## config.mk

```make
export PLATFORM = sky130hd
export DESIGN_NAME = rs232_cmd_parser
export DESIGN_NICKNAME = d
export VERILOG_FILES = /design/src/rtl/rs232_cmd_parser.sv
export SDC_FILE = /design/constraint.sdc
export NUM_CORES = 1
export LEC_CHECK = 0
export ABC_AREA = 1
export CORE_ASPECT_RATIO = 0.8
export CORE_MARGIN = 8
export CORE_UTILIZATION = 34
export CTS_CLUSTER_DIAMETER = 40
export DETAILED_ROUTE_END_ITERATION = 7
export HOLD_SLACK_MARGIN = 0.02
export PLACE_DENSITY_LB_ADDON = 0.2
export SYNTH_ARGS = -nofsm -noshare
export SYNTH_HDL_FRONTEND = slang
export SYNTH_SLANG_ARGS = --single-unit
```

## constraint.sdc

```tcl
create_clock -name clk -period 1.85 [get_ports clk]
set_input_delay 0.37 -clock clk [delete_from_list [all_inputs] [get_ports clk]]
set_output_delay 0.37 -clock clk [all_outputs]
set_load 0.03 [all_outputs]
```

## src/rtl/rs232_cmd_parser.sv

```systemverilog
// RS-232 debug command parser: turns framed 'W'/'R' byte packets into host memory cycles.
// Define RS232_CMD_ACK_EN to return 0x06 after writes and 0x15 on aborted or unknown commands.
module rs232_cmd_parser #(
   parameter int unsigned DEBUG_RST_ADR = 4096,
   parameter int unsigned RD_LAT        = 2,
   parameter int unsigned IDLE_TIMEOUT  = 1000000
) (
   input  logic        clk,
   input  logic        rst,
   input  logic        rx_valid,
   input  logic [7:0]  rx_data,
   input  logic        tx_full,
   output logic        tx_wr,
   output logic [7:0]  tx_data,
   output logic        host_wr_ena,
   output logic [19:0] host_addr,
   output logic [7:0]  host_wdata,
   input  logic [7:0]  host_rdata,
   output logic        busy,
   output logic        err_pulse
);

   localparam int unsigned AW = 20;
   localparam int unsigned CW = 9;
   localparam int unsigned TW = 24;
   localparam int unsigned LW = 4;

   localparam logic [7:0]    CMD_W    = 8'h57;
   localparam logic [7:0]    CMD_R    = 8'h52;
   localparam logic [AW-1:0] RST_ADR  = AW'(DEBUG_RST_ADR);
   localparam logic [TW-1:0] TMO_LAST = TW'(IDLE_TIMEOUT - 1);
   localparam logic [LW-1:0] LAT_LAST = LW'(RD_LAT - 1);
`ifdef RS232_CMD_ACK_EN
   localparam logic [7:0]    ACK_BYTE = 8'h06;
   localparam logic [7:0]    NAK_BYTE = 8'h15;
`endif

   typedef enum logic [3:0] {
      ST_IDLE,
      ST_ADR2,
      ST_ADR1,
      ST_ADR0,
      ST_LEN,
      ST_WDATA,
      ST_RD_WAIT,
`ifdef RS232_CMD_ACK_EN
      ST_ACK,
`endif
      ST_RD_PUSH
   } state_t;

   state_t          state;
   logic            is_wr;
   logic [3:0]      adr_hi;
   logic [7:0]      adr_mid;
   logic [CW-1:0]   remaining;
   logic [LW-1:0]   lat_cnt;
   logic [7:0]      rd_byte;
   logic [TW-1:0]   tmo_cnt;
   logic            tmo_state_c;
   logic            tmo_hit_c;

   // Only the packet-receiving states can stall waiting for the host PC.
   assign tmo_state_c = (state == ST_ADR2) || (state == ST_ADR1) || (state == ST_ADR0) ||
                        (state == ST_LEN)  || (state == ST_WDATA);
   assign tmo_hit_c   = tmo_state_c && !rx_valid && (tmo_cnt == TMO_LAST);

   task automatic go(input state_t nxt);
      state <= nxt;
      busy  <= (nxt != ST_IDLE);
   endtask

   task automatic reject();
      err_pulse <= 1'b1;
`ifdef RS232_CMD_ACK_EN
      if (!tx_full) begin
         tx_wr   <= 1'b1;
         tx_data <= NAK_BYTE;
      end
`endif
   endtask

   always_ff @(posedge clk) begin
      if (rst) begin
         state       <= ST_IDLE;
         busy        <= 1'b0;
         tx_wr       <= 1'b0;
         tx_data     <= 8'h00;
         host_wr_ena <= 1'b0;
         host_wdata  <= 8'h00;
         host_addr   <= RST_ADR;
         err_pulse   <= 1'b0;
         is_wr       <= 1'b0;
         adr_hi      <= 4'h0;
         adr_mid     <= 8'h00;
         remaining   <= '0;
         lat_cnt     <= '0;
         rd_byte     <= 8'h00;
         tmo_cnt     <= '0;
      end else begin
         tx_wr       <= 1'b0;
         host_wr_ena <= 1'b0;
         err_pulse   <= 1'b0;

         // Post-increment after each host write strobe, wrapping at 20 bits.
         if (host_wr_ena) host_addr <= host_addr + AW'(1);

         if (rx_valid || !tmo_state_c) tmo_cnt <= '0;
         else                          tmo_cnt <= tmo_cnt + TW'(1);

         if (tmo_hit_c) begin
            reject();
            go(ST_IDLE);
         end else begin
            case (state)
               ST_IDLE: begin
                  if (rx_valid) begin
                     if ((rx_data == CMD_W) || (rx_data == CMD_R)) begin
                        is_wr <= (rx_data == CMD_W);
                        go(ST_ADR2);
                     end else begin
                        reject();
                     end
                  end
               end
               ST_ADR2: begin
                  if (rx_valid) begin
                     adr_hi <= rx_data[3:0];
                     go(ST_ADR1);
                  end
               end
               ST_ADR1: begin
                  if (rx_valid) begin
                     adr_mid <= rx_data;
                     go(ST_ADR0);
                  end
               end
               ST_ADR0: begin
                  if (rx_valid) begin
                     host_addr <= {adr_hi, adr_mid, rx_data};
                     go(ST_LEN);
                  end
               end
               ST_LEN: begin
                  if (rx_valid) begin
                     remaining <= CW'(rx_data) + CW'(1);
                     lat_cnt   <= '0;
                     go(is_wr ? ST_WDATA : ST_RD_WAIT);
                  end
               end
               ST_WDATA: begin
                  if (rx_valid) begin
                     host_wdata  <= rx_data;
                     host_wr_ena <= 1'b1;
                     remaining   <= remaining - CW'(1);
                     if (remaining == CW'(1)) begin
`ifdef RS232_CMD_ACK_EN
                        go(ST_ACK);
`else
                        go(ST_IDLE);
`endif
                     end
                  end
               end
               ST_RD_WAIT: begin
                  // Address has been stable for RD_LAT cycles once lat_cnt reaches its last value.
                  if (lat_cnt == LAT_LAST) begin
                     rd_byte <= host_rdata;
                     go(ST_RD_PUSH);
                  end else begin
                     lat_cnt <= lat_cnt + LW'(1);
                  end
               end
               ST_RD_PUSH: begin
                  if (!tx_full) begin
                     tx_wr     <= 1'b1;
                     tx_data   <= rd_byte;
                     host_addr <= host_addr + AW'(1);
                     remaining <= remaining - CW'(1);
                     lat_cnt   <= '0;
                     go((remaining == CW'(1)) ? ST_IDLE : ST_RD_WAIT);
                  end
               end
`ifdef RS232_CMD_ACK_EN
               ST_ACK: begin
                  if (!tx_full) begin
                     tx_wr   <= 1'b1;
                     tx_data <= ACK_BYTE;
                     go(ST_IDLE);
                  end
               end
`endif
               default: go(ST_IDLE);
            endcase
         end
      end
   end

endmodule

```

# ---- Word-level counts from Yosys, hierarchy flattened
# Cells that the tools add are included.
dict set report word_totals {
  ff_bits 102
  elab_cells 119
}
dict set report op_classes {
  n_reduce_logical 30
  mux 41
  n_bitwise 4
  n_addsub 5
  eq_ne 24
}
# operator count
set ops {}
lappend ops {{20-bit two-way mux} 4}
lappend ops {{4-bit two-way mux} 13}
lappend ops {{20-bit case mux with 2 select lines} 1}
lappend ops {{4-bit case mux with 8 select lines} 1}
lappend ops {{9-bit two-way mux} 3}
lappend ops {{9-bit case mux with 3 select lines} 1}
lappend ops {{24-bit by 1-bit adder with 24-bit output (second input constant)} 1}
lappend ops {{24-bit by 20-bit == test with 1-bit output (second input constant)} 1}
lappend ops {{20-bit by 1-bit adder with 20-bit output (second input constant)} 1}
lappend ops {{2-bit != test (second input constant)} 10}
lappend ops {{4-bit by 3-bit == test with 1-bit output (second input constant)} 4}
lappend ops {{8-bit by 7-bit == test with 1-bit output (second input constant)} 2}
lappend ops {{3-bit AND reduction} 5}
lappend ops {{1-bit two-way mux} 14}
lappend ops {{4-bit case mux with 3 select lines} 1}
lappend ops {{10-bit AND reduction} 1}
lappend ops {{5-bit AND reduction} 2}
lappend ops {{8-bit by 1-bit adder with 9-bit output (second input constant)} 1}
lappend ops {{9-bit by 1-bit == test with 1-bit output (second input constant)} 1}
lappend ops {{3-bit OR reduction} 3}
lappend ops {{9-bit by 1-bit subtractor with 9-bit output (second input constant)} 1}
lappend ops {{4-bit by 1-bit == test with 1-bit output (second input constant)} 2}
lappend ops {{4-bit by 2-bit == test with 1-bit output (second input constant)} 2}
lappend ops {{8-bit AND reduction} 1}
lappend ops {{14 further kinds} 28}

# ---- Longest topological paths before layout
# Gate-level depths: netlist (run 1).
dict set report logic_depth {
  word_depth 9
  depth_mapped 13
  mapped_depth_nobuf 12
}

# ---- Least setup slack after synthesis (run 1)
# Ideal clock, no wire load.
dict set report synth_timing {
  path_kind {reg-to-reg}
  startpoint {register host_addr[0]}
  endpoint {register host_addr[14]}
  path_buffers 0
  setup_ns 0.112
  path_slack_ns 0.040
  t_arrival_ns 1.698
  stages_incl_launch_ff 13
  cell_sequence {dfxtp_1 > ha_1 > nand2_1 > nor2_2 > nand2_1 > nor2_2 > nand2_1 > nand2_1 > nand2_1 > a21boi_0 > nand2_1 > nand2_1 > nand2_1}
}
dict set report synth_between {
  elab_chain_len 5
}
# element line_no
set synth_rtl {}
lappend synth_rtl {{start: declaration} 16} ;# output logic [19:0] host_addr,
lappend synth_rtl {{start signal: assignment} 106} ;# if (host_wr_ena) host_addr <= host_addr + AW'(1);
lappend synth_rtl {{start signal: assignment} 140} ;# host_addr <= {adr_hi, adr_mid, rx_data};
lappend synth_rtl {{start signal: assignment} 178} ;# host_addr <= host_addr + AW'(1);
lappend synth_rtl {{20-bit by 1-bit adder with 20-bit output *} {106, 178}}
lappend synth_rtl {{20-bit two-way mux} 106}
lappend synth_rtl {{20-bit two-way mux (on tied branches)} {175, 139}}
lappend synth_rtl {{20-bit case mux with 2 select lines} 115} ;# case (state)
lappend synth_rtl {{20-bit two-way mux *} 111} ;# if (tmo_hit_c) begin
# Mark *: on every way between the ends. The rest lies on a longest branch, timed or not.
# A chain may end at the register's enable or synchronous reset.

# ---- Worst setup path in the final report (run 1)
dict set report layout_timing {
  startpoint {register host_addr[17]}
  endpoint {output host_addr[17]}
}
# No word-level cell between the ends.

==> flow_metrics.py, run 1 <==
metrics = {
    "clock_network": {
        "cts_max_level": 3,
        "cts_setup_buffers": 0,
        "tritoncts": "yes",
        "clock_sinks": 101,
        "cts.clk_slew.worst_paths_ns": 0.07,
        "cts_made_buffers": 9,
        "clk_latency_ns": 0.36,
        "cts_buffer_depth": 2,
        "cts_root_buffer": "clkbuf_16",
        "cts_hold_buf": 0,
    },
    "timing": {
        "fmax_mhz": 554,
        "whs_ns": 0.460,
        "setup_violations": 0,
        "rsz0062_at_grt": "yes",
        "finalHoldViolations": 0,
        "relSlewSlack": 0.653,
        "fin_crit_sh": 0.976,
        "fin_worst_skew_ns": 0.00940,
        "tightest_slew_ns": 0.519,
        "fin_crit_ns": 1.81,
        "tns_ns": 0,
        "drv_slew": 0,
    },
    "min_path": {
        "min_from": "tmo_cnt[23]$_SDFF_PP0_",
        "min_path_type": "reg2reg",
    },
    "critical_path": {
        "worst_r2r_startpoint": "host_addr[3]$_SDFF_PP0_",
        "critical_path_peak_fanout": 4,
        "end_kind": "primary output",
        "crit_buf_inv": 1,
        "cp-startpoint": "host_addr[17]$_SDFF_PP0_",
        "path_cells": "clkdlybuf4s50_1",
        "critPathTopFamily": "buffers and inverters",
        "critPathLaunchType": "flip-flop",
        "path_class": "reg2out",
        "cp_slowest_cell": "clkdlybuf4s50_1",
        "required_ns": 1.48,
        "arrival_ns": 1.44,
        "slowest_delay_ns": 0.69,
    },
    "logic_synthesis": {
        "synth-async-reset-ratio": 0,
        "ys_seq_area_frac": 0.336,
        "netlist_instances": 897,
        "synth.avg_cell_area_um2": 6.71,
        "ys_dominant_reg_cell": "dfxtp_1",
        "synth-edff-count": 0,
        "syn_area_um2": 6020,
        "yosys_register_bits": 101,
        "yosys_warnings": 0,
        "synth_nets": 925,
        "ys_types": 54,
    },
    "placed_design": {
        "gp_congestion": 0.849,
        "port_buffers": 59,
        "placed_cell_area_um2": 7240,
        "dpl.hpwl_um": 12600,
    },
    "floorplan": {
        "die_h_um": 135,
        "fp.coreArea_um2": 17300,
        "die_w_um": 165,
        "die_area_um2": 22200,
        "io_pins": 60,
        "initial_core_util": 0.347,
        "rows": 43,
    },
    "pwr": {
        "leakage_uw": 0.00345,
        "powerDensity_nw_per_um2": 620,
        "max-vdd-ir-drop_v": 0.000359,
    },
    "final_layout": {
        "nFillCells": 1846,
        "num-nets-final": 1038,
        "finalCoreUtilization": 0.439,
        "final_area_um2": 7600,
        "area_growth_syn_to_layout_pct": 26.2,
        "final_layout_size_suffix_gt1_frac": 0.165,
        "insertedDiodeCount": 0,
    },
    "route": {
        "num_vias": 5828,
        "routed_wl_um": 16600,
        "drc_errors": 0,
        "wire_per_inst_um": 13.4,
        "drt-vias-per-instance": 4.70,
        "ant_nets": 0,
        "drt-initial-drc-count": 404,
        "dr.pass1.iters": 5,
    },
    "grt": {
        "antenna_found_initial": 0,
        "grtUsageTotal": 0.152,
        "grt_pass1_wl_um": 27000,
        "met3_usage": 0.0326,
        "globalRoute.busiestLayer": "met1",
        "grt_max_degree": 22,
        "use_met1": 0.234,
        "grt_pass1_vias": 5190,
        "overflow": 0,
        "met2_usage": 0.203,
    },
    "job": {
        "max-cap-violations": 0,
    },
    "outcome": {
        "status": "finished, final reports clean",
    },
}
cells in the final DEF, fill, tap and decap left out, types with 3 or more instances in the layout:
master           netlist  layout
xor2_1                 9       9
dfxtp_2                0       5
nand2_2                9      10
o21ai_1                9      10
o21ai_0               63      62
inv_1                101     101
o211ai_1               3       3
dfxtp_1              101      96
nor2_4                 6       7
nand2_1              221     220
nor2_2                11      11
o21bai_1               3       3
nand3_1               73      72
nand2_4                8       8
nor3b_2                2       3
or2_2                  3       3
clkinv_2               2       3
clkdlybuf4s50_1        0      41
ha_1                   8       7
xnor2_1                4       4
nor3_2                 2       3
nor2_1               102     101
nor2_8                 5       5
a21oi_1               57      57
nand3b_1               4       4
nor3_1                 9       8
clkbuf_16              0       9
dlygate4sd2_1          0      14
o22ai_1                4       4
buf_4                  3      66
nand4_1               15      15
inv_2                 11      10
nand3_2                2       3
dlymetal6s2s_1         0       3
stage by stage:
stage	std cells	setup WS (ns)	power, µW
after global routing	1240	-0.0372	4900
after floorplan	897	0.0398	2460
final	1240	0.0441	4710
after CTS	1240	0.00986	4770
after detailed placement	1224	-0.163	2640
after global placement	1224	-0.124	2640
final timing paths:
kind / slack, ns / end / cells after the start
worst min register to register: 0.46 / tmo_cnt[23]$_SDFF_PP0_ / 2
worst max register to register: 0.12 / host_addr[11]$_SDFF_PP0_ / 9
worst max-delay path: 0.04 / host_addr[17] / 1
worst min-delay path: 0.46 / tmo_cnt[23]$_SDFF_PP0_ / 2
synthesized netlist by cell type (2+ instances only):
cell type | n | area (µm²)
buf_6 | 7 | 78.8
nor2_4 | 6 | 67.6
a21oi_1 | 57 | 285
nand3_1 | 73 | 365
nand2_2 | 9 | 56.3
xnor2_1 | 4 | 35.0
o21bai_1 | 3 | 22.5
nor3b_2 | 2 | 25.0
o21a_1 | 2 | 15.0
nand3_2 | 2 | 20.0
buf_2 | 5 | 25.0
inv_2 | 11 | 41.3
nor3b_1 | 2 | 15.0
nor2_2 | 11 | 68.8
nor2_8 | 5 | 100
clkinv_2 | 2 | 10.0
o22ai_1 | 4 | 25.0
a21boi_0 | 2 | 15.0
dfxtp_1 | 101 | 2020
nor3_1 | 9 | 45.0
nor2_1 | 102 | 383
nor3_2 | 2 | 20.0
nand2_1 | 221 | 830
ha_1 | 8 | 100
nand3b_1 | 4 | 30.0
clkbuf_1 | 8 | 30.0
o21ai_0 | 63 | 315
nand3_4 | 2 | 35.0
xor2_1 | 9 | 78.8
a21oi_2 | 2 | 17.5
o211ai_1 | 3 | 22.5
nand4_1 | 15 | 93.8
nand2_4 | 8 | 90.1
inv_1 | 101 | 379
o21ai_1 | 9 | 45.0
buf_4 | 3 | 22.5
or2_2 | 3 | 18.8
tightest hold or removal path: cells and delay by family (launching register included):
kind | cells | cell delay, ns
AO/OA/AOI/OAI | 1 | 0.05
AND/OR/NAND/NOR | 1 | 0.06
flip-flops | 1 | 0.31
state kept, by name (all words and copies together) (netlist names):
name,count
busy,1
host_wdata,8
adr_mid,8
remaining,9
state,3
host_wr_ena,1
is_wr,1
tx_wr,1
tx_data,8
tmo_cnt,24
err_pulse,1
lat_cnt,4
host_addr,20
adr_hi,4
rd_byte,8
area by class of cell:
class	count	area (µm²)	share of cell area
clock inverters	6	93.8	0.0123
inverters	117	450	0.0593
multi-input cells	656	3420	0.450
clock buffers	10	239	0.0315
well taps	225	282	0.0370
flip-flops and latches	101	2030	0.267
repair buffers	125	1090	0.143
power breakdown:
part	switching (µW)	total [µW]	internal [µW]
Clock	887	2120	1230
Sequential	24.0	2220	2200
Combinational	213	366	154
Total	1120	4710	3590
cells by family after synthesis:
kind of cell,after synthesis,synth area share
muxes,1,0.00166
xor gates and xnor gates,13,0.0189
DFF,101,0.336
adders and majority gates,8,0.0166
and+or+nand+nor,481,0.386
AOI/OAI and AO/OA,153,0.140
buffers and inverters,140,0.101
what timing repair did:
action,in CTS,in global routing
pin swaps,0,2
endpoints found under the setup margin,14,23
gates resized for setup,14,18
routing by layer:
metal	wire (µm)	up-vias
met2	6370	156
li1	-	3115
met5	0	-
met3	1290	11
met4	181	0
met1	8790	2546
Power figures use the tool's default switching activity.
==> run 2, diff against run 1 <==
CORE_MARGIN = 2   (was 8)
==> run 2 against run 1 <==
Effect of this change: hold slack got worse by 0.0069 ns; maximum frequency is 0.41% lower; flip-flop and latch count did not move; largest power group unchanged.
==> flow_metrics.py, run 2 (synthesis results as in run 1) <==
metrics = {
    "placed_design": {
        "dpl.hpwl_um": 12400,
        "place_ws_ns": -0.151,
        "port_buffers": 59,
        "gp_congestion": 0.829,
    },
    "floorplan": {
        "die_area_um2": 18800,
        "fp.coreArea_um2": 17300,
        "die_h_um": 123,
        "io_pins": 60,
        "rows": 43,
        "initial_core_util": 0.347,
        "die_w_um": 153,
    },
    "grt": {
        "antenna_found_initial": 0,
        "overflow": 0,
        "grt_max_degree": 23,
        "grtUsageTotal": 0.177,
        "grt_pass1_vias": 5262,
        "grt_pass1_wl_um": 26700,
    },
    "clock_network": {
        "cts_made_buffers": 9,
        "tritoncts": "yes",
        "cts_max_level": 3,
        "clock_sinks": 101,
        "cts_root_buffer": "clkbuf_16",
        "clk_latency_ns": 0.36,
        "cts.clk_slew.worst_paths_ns": 0.07,
        "cts_hold_buf": 0,
        "cts_buffer_depth": 2,
    },
    "timing": {
        "setup_violations": 0,
        "tightest_slew_ns": 0.536,
        "fin_crit_sh": 0.980,
        "fin_ws_ns": 0.0366,
        "tns_ns": 0,
        "fin_worst_skew_ns": 0.00947,
        "drv_slew": 0,
        "fmax_mhz": 551,
        "whs_ns": 0.453,
        "finalHoldViolations": 0,
        "relSlewSlack": 0.642,
        "fin_crit_ns": 1.81,
        "rsz0062_at_grt": "no",
    },
    "final_layout": {
        "num-nets-final": 1042,
        "largest_reg_flops": 24,
        "reg.largest.list": "tmo_cnt x24, host_addr x20, remaining x9",
        "area_growth_syn_to_layout_pct": 26.3,
        "insertedDiodeCount": 0,
        "layout_common_cells": "nand2_1 (220), inv_1 (101), nor2_1 (101)",
        "layout_commonest_cell": "nand2_1",
        "final_layout_size_suffix_gt1_frac": 0.164,
        "regMostFlops": "tmo_cnt",
    },
    "outcome": {
        "status": "finished, final reports clean",
    },
    "critical_path": {
        "critPathLaunchType": "flip-flop",
        "ff2ff_setup_slack_ns": 0.13,
        "end_kind": "primary output",
        "critPathTopFamily": "buffers and inverters",
        "path_cells": "clkdlybuf4s50_1",
        "crit_buf_inv": 1,
        "cp_slowest_cell": "clkdlybuf4s50_1",
        "slowest_delay_ns": 0.69,
        "required_ns": 1.48,
        "path_class": "reg2out",
        "critical_path_peak_fanout": 4,
        "arrival_ns": 1.44,
    },
    "route": {
        "num_vias": 5880,
        "ant_nets": 0,
        "drt-vias-per-instance": 4.73,
        "drc_errors": 0,
        "drt-initial-drc-count": 334,
        "routed_wl_um": 16200,
        "dr.pass1.iters": 5,
        "wire_per_inst_um": 13.0,
    },
    "job": {
        "max-cap-violations": 0,
    },
    "pwr": {
        "max-vdd-ir-drop_v": 0.000444,
        "finalPower_uw": 4470,
        "powerDensity_nw_per_um2": 588,
        "leakage_uw": 0.00348,
    },
    "min_path": {
        "min_path_type": "reg2reg",
    },
}
run 2: cell types whose count changed in the layout (fill, tap and decap cells not counted), sizes merged:
cell           change
dlygate4sd2        -5
clkdlybuf4s50      +2
clkinv             +1
dlymetal6s2s       +3
buf                +4
clkbuf             +1
bufinv             -2
run 2: power by group:
| part | leakage, µW | total [µW] | switching, µW | internal, µW |
|---|---|---|---|---|
| Combinational | 0.00252 | 374 | 217 | 157 |
| Clock | 0.000142 | 1870 | 874 | 998 |
| Sequential | 0.000815 | 2220 | 23.5 | 2200 |
run 2: repair_timing:
item | CTS | global route
pin swaps | 0 | 2
endpoints found under the setup margin | 9 | 24
setup buffers | 0 | 3
resized for setup | 9 | 17
run 2: tightest hold or removal path: stages, from the launching register on:
cell and delay [ns]:
dfxtp_1 0.31, nand2_1 0.06, a21oi_1 0.05
run 2: through the flow:
| step | std cells | cell area [µm²] | util |
|---|---|---|---|
| final | 1244 | 7600 | 0.439 |
| after detailed placement | 1225 | 7250 | 0.418 |
| after global placement | 1225 | 7250 | 0.418 |
| after floorplan | 897 | 6020 | - |
| after global routing | 1244 | 7600 | 0.439 |
| after CTS | 1241 | 7530 | 0.435 |
run 2: layer usage:
metal	wire [µm]	vias to the layer above	track usage
met4	169	0	0.0376
met5	0	-	0
li1	-	3130	-
met3	850	13	0.0340
met1	8820	2605	0.269
met2	6390	132	0.259
run 2: path summary, 6_finish.rpt:
path,from,end,cells after the start
hold reg to reg,tmo_cnt[23]$_SDFF_PP0_,tmo_cnt[23]$_SDFF_PP0_,2
hold / removal,tmo_cnt[23]$_SDFF_PP0_,tmo_cnt[23]$_SDFF_PP0_,2
setup / recovery,host_addr[18]$_SDFF_PP0_,host_addr[18],1
setup reg to reg,state[2]$_SDFFE_PP0P_,state[0]$_SDFFE_PP0P_,8
run 2: area by class of cell:
type / count / area (µm²)
Clock buffer: 11 / 253
Sequential cell: 101 / 2020
Inverter: 117 / 450
Timing Repair Buffer: 129 / 1130
Tap cell: 225 / 282
Fill cell: 1849 / 9720
Multi-Input combinational cell: 656 / 3420
Clock inverter: 5 / 42.5
==> run 3, diff against run 2 <==
GPL_ROUTABILITY_DRIVEN = 1   (was unset)
clock period = 1.69 ns   (was 1.85 ns; I/O delays follow)
==> run 3 against run 2 <==
Effect of this change: final cell count up 1.3%; clock skew down 0.0024 ns; register-to-register slack worse by 0.03 ns; largest cell class unchanged.
==> flow_metrics.py, run 3 (synthesis results as in run 1) <==
metrics = {
    "outcome": {
        "status": "finished, final reports clean",
    },
    "grt": {
        "grtUsageTotal": 0.180,
        "overflow": 0,
        "grt_pass1_vias": 5384,
        "antenna_found_initial": 0,
        "grt_pass1_wl_um": 27100,
        "grt_max_degree": 22,
    },
    "route": {
        "routed_wl_um": 16500,
        "dr.pass1.iters": 5,
        "drc_errors": 0,
        "ant_nets": 0,
        "drt-initial-drc-count": 384,
        "num_vias": 5952,
        "wire_per_inst_um": 13.1,
        "drt-vias-per-instance": 4.72,
    },
    "floorplan": {
        "io_pins": 60,
        "rows": 43,
        "fp.coreArea_um2": 17300,
        "initial_core_util": 0.347,
        "die_area_um2": 18800,
        "die_w_um": 153,
        "die_h_um": 123,
    },
    "placed_design": {
        "dpl.hpwl_um": 12500,
        "dp_cells": 1242,
        "port_buffers": 59,
        "placed_cell_area_um2": 7420,
        "gp_congestion": 0.833,
    },
    "final_layout": {
        "final_layout_size_suffix_gt1_frac": 0.213,
        "reg.largest.list": "tmo_cnt x24, host_addr x20, remaining x9",
        "largest_reg_flops": 24,
        "nFillCells": 1809,
        "layout_commonest_cell": "nand2_1",
        "final_area_um2": 7920,
        "num-nets-final": 1058,
        "regMostFlops": "tmo_cnt",
        "finalCoreUtilization": 0.457,
        "insertedDiodeCount": 0,
        "layout_common_cells": "nand2_1 (215), inv_1 (99), nor2_1 (96)",
        "fin_cells": 1260,
        "area_growth_syn_to_layout_pct": 31.5,
    },
    "timing": {
        "fmax_mhz": 623,
        "setup_violations": 0,
        "drv_slew": 0,
        "finalHoldViolations": 0,
        "fin_crit_sh": 0.950,
        "rsz0062_at_grt": "yes",
        "fin_crit_ns": 1.61,
        "tns_ns": 0,
        "relSlewSlack": 0.696,
        "fin_worst_skew_ns": 0.00703,
        "tightest_slew_ns": 0.456,
    },
    "pwr": {
        "p_comb_frac": 0.085,
        "powerDensity_nw_per_um2": 649,
        "pwr-share-seq": 0.473,
        "internal-power_uw": 3930,
        "leakage_uw": 0.00371,
        "max-vdd-ir-drop_v": 0.000443,
        "p_clk_frac": 0.442,
        "switching_share": 0.236,
        "power.switching_uw": 1210,
    },
    "clock_network": {
        "tritoncts": "yes",
        "clk_latency_ns": 0.35,
        "cts_buffer_depth": 2,
        "cts_root_buffer": "clkbuf_16",
        "cts_max_level": 3,
        "clock_sinks": 101,
        "cts_made_buffers": 9,
        "cts.clk_slew.worst_paths_ns": 0.07,
    },
    "min_path": {
        "min_path_type": "reg2reg",
    },
    "critical_path": {
        "arrival_ns": 1.27,
        "critical_path_peak_fanout": 5,
        "path_class": "reg2out",
        "critPathLaunchType": "flip-flop",
        "required_ns": 1.35,
        "end_kind": "primary output",
    },
    "job": {
        "max-cap-violations": 0,
    },
}
## run 3: worst max-delay path: stages, from the launching register on
cell and delay (ns):
dfxtp_2 0.39, buf_4 0.13, dlygate4sd2_1 0.39
## run 3: per-stage QoR
stage | hold slack (ns) | setup WS, ns | power (µW)
after floorplan | 0.430 | 0.0254 | 2700
after global placement | 0.448 | -0.283 | 2910
after detailed placement | 0.449 | -0.332 | 2910
after CTS | 0.460 | 0.000345 | 5220
after global routing | 0.497 | -0.0221 | 5340
final | 0.457 | 0.0841 | 5140
## run 3: area by class of cell
type                            instances  area (µm²)  area share
Multi-Input combinational cell        656        3560       0.449
Sequential cell                       101        2050       0.259
Timing Repair Buffer                  145        1250       0.158
Inverter                              117         457      0.0577
Tap cell                              225         282      0.0356
Clock buffer                           10         239      0.0302
Clock inverter                          6        86.3      0.0109
## run 3: final timing paths
check,depth (start not counted),end,slack [ns],startpoint
max,2,host_addr[3],0.08,host_addr[3]$_SDFF_PP0_
min,2,busy$_SDFFE_PP0P_,0.46,busy$_SDFFE_PP0P_
max reg2reg,8,lat_cnt[2]$_SDFFE_PP0P_,0.10,state[2]$_SDFFE_PP0P_
min reg2reg,2,busy$_SDFFE_PP0P_,0.46,busy$_SDFFE_PP0P_
## run 3: power groups by stage
stage | Sequential, µW | Clock [µW] | Combinational [µW]
2_1_floorplan | 2490 | 0 | 200
3_3_place_gp | 2490 | 0 | 425
3_5_place_dp | 2490 | 0 | 427
4_1_cts | 2430 | 2360 | 426
5_1_grt | 2430 | 2440 | 472
6_report | 2430 | 2270 | 436
## run 3: repair_timing
action	in CTS	in global routing
hold buffers	0	0
setup endpoints to repair	50	45
setup buffers	0	3
gates resized for setup	46	65
endpoints found under the hold margin	0	0
pin swaps	3	19
## run 3: routing by layer
metal,GRT usage,up-vias,share of wire
li1,-,3161,-
met1,0.264,2645,0.53
met2,0.270,139,0.41
met3,0.0424,7,0.051
met4,0.0336,0,0.0067
met5,0,-,0
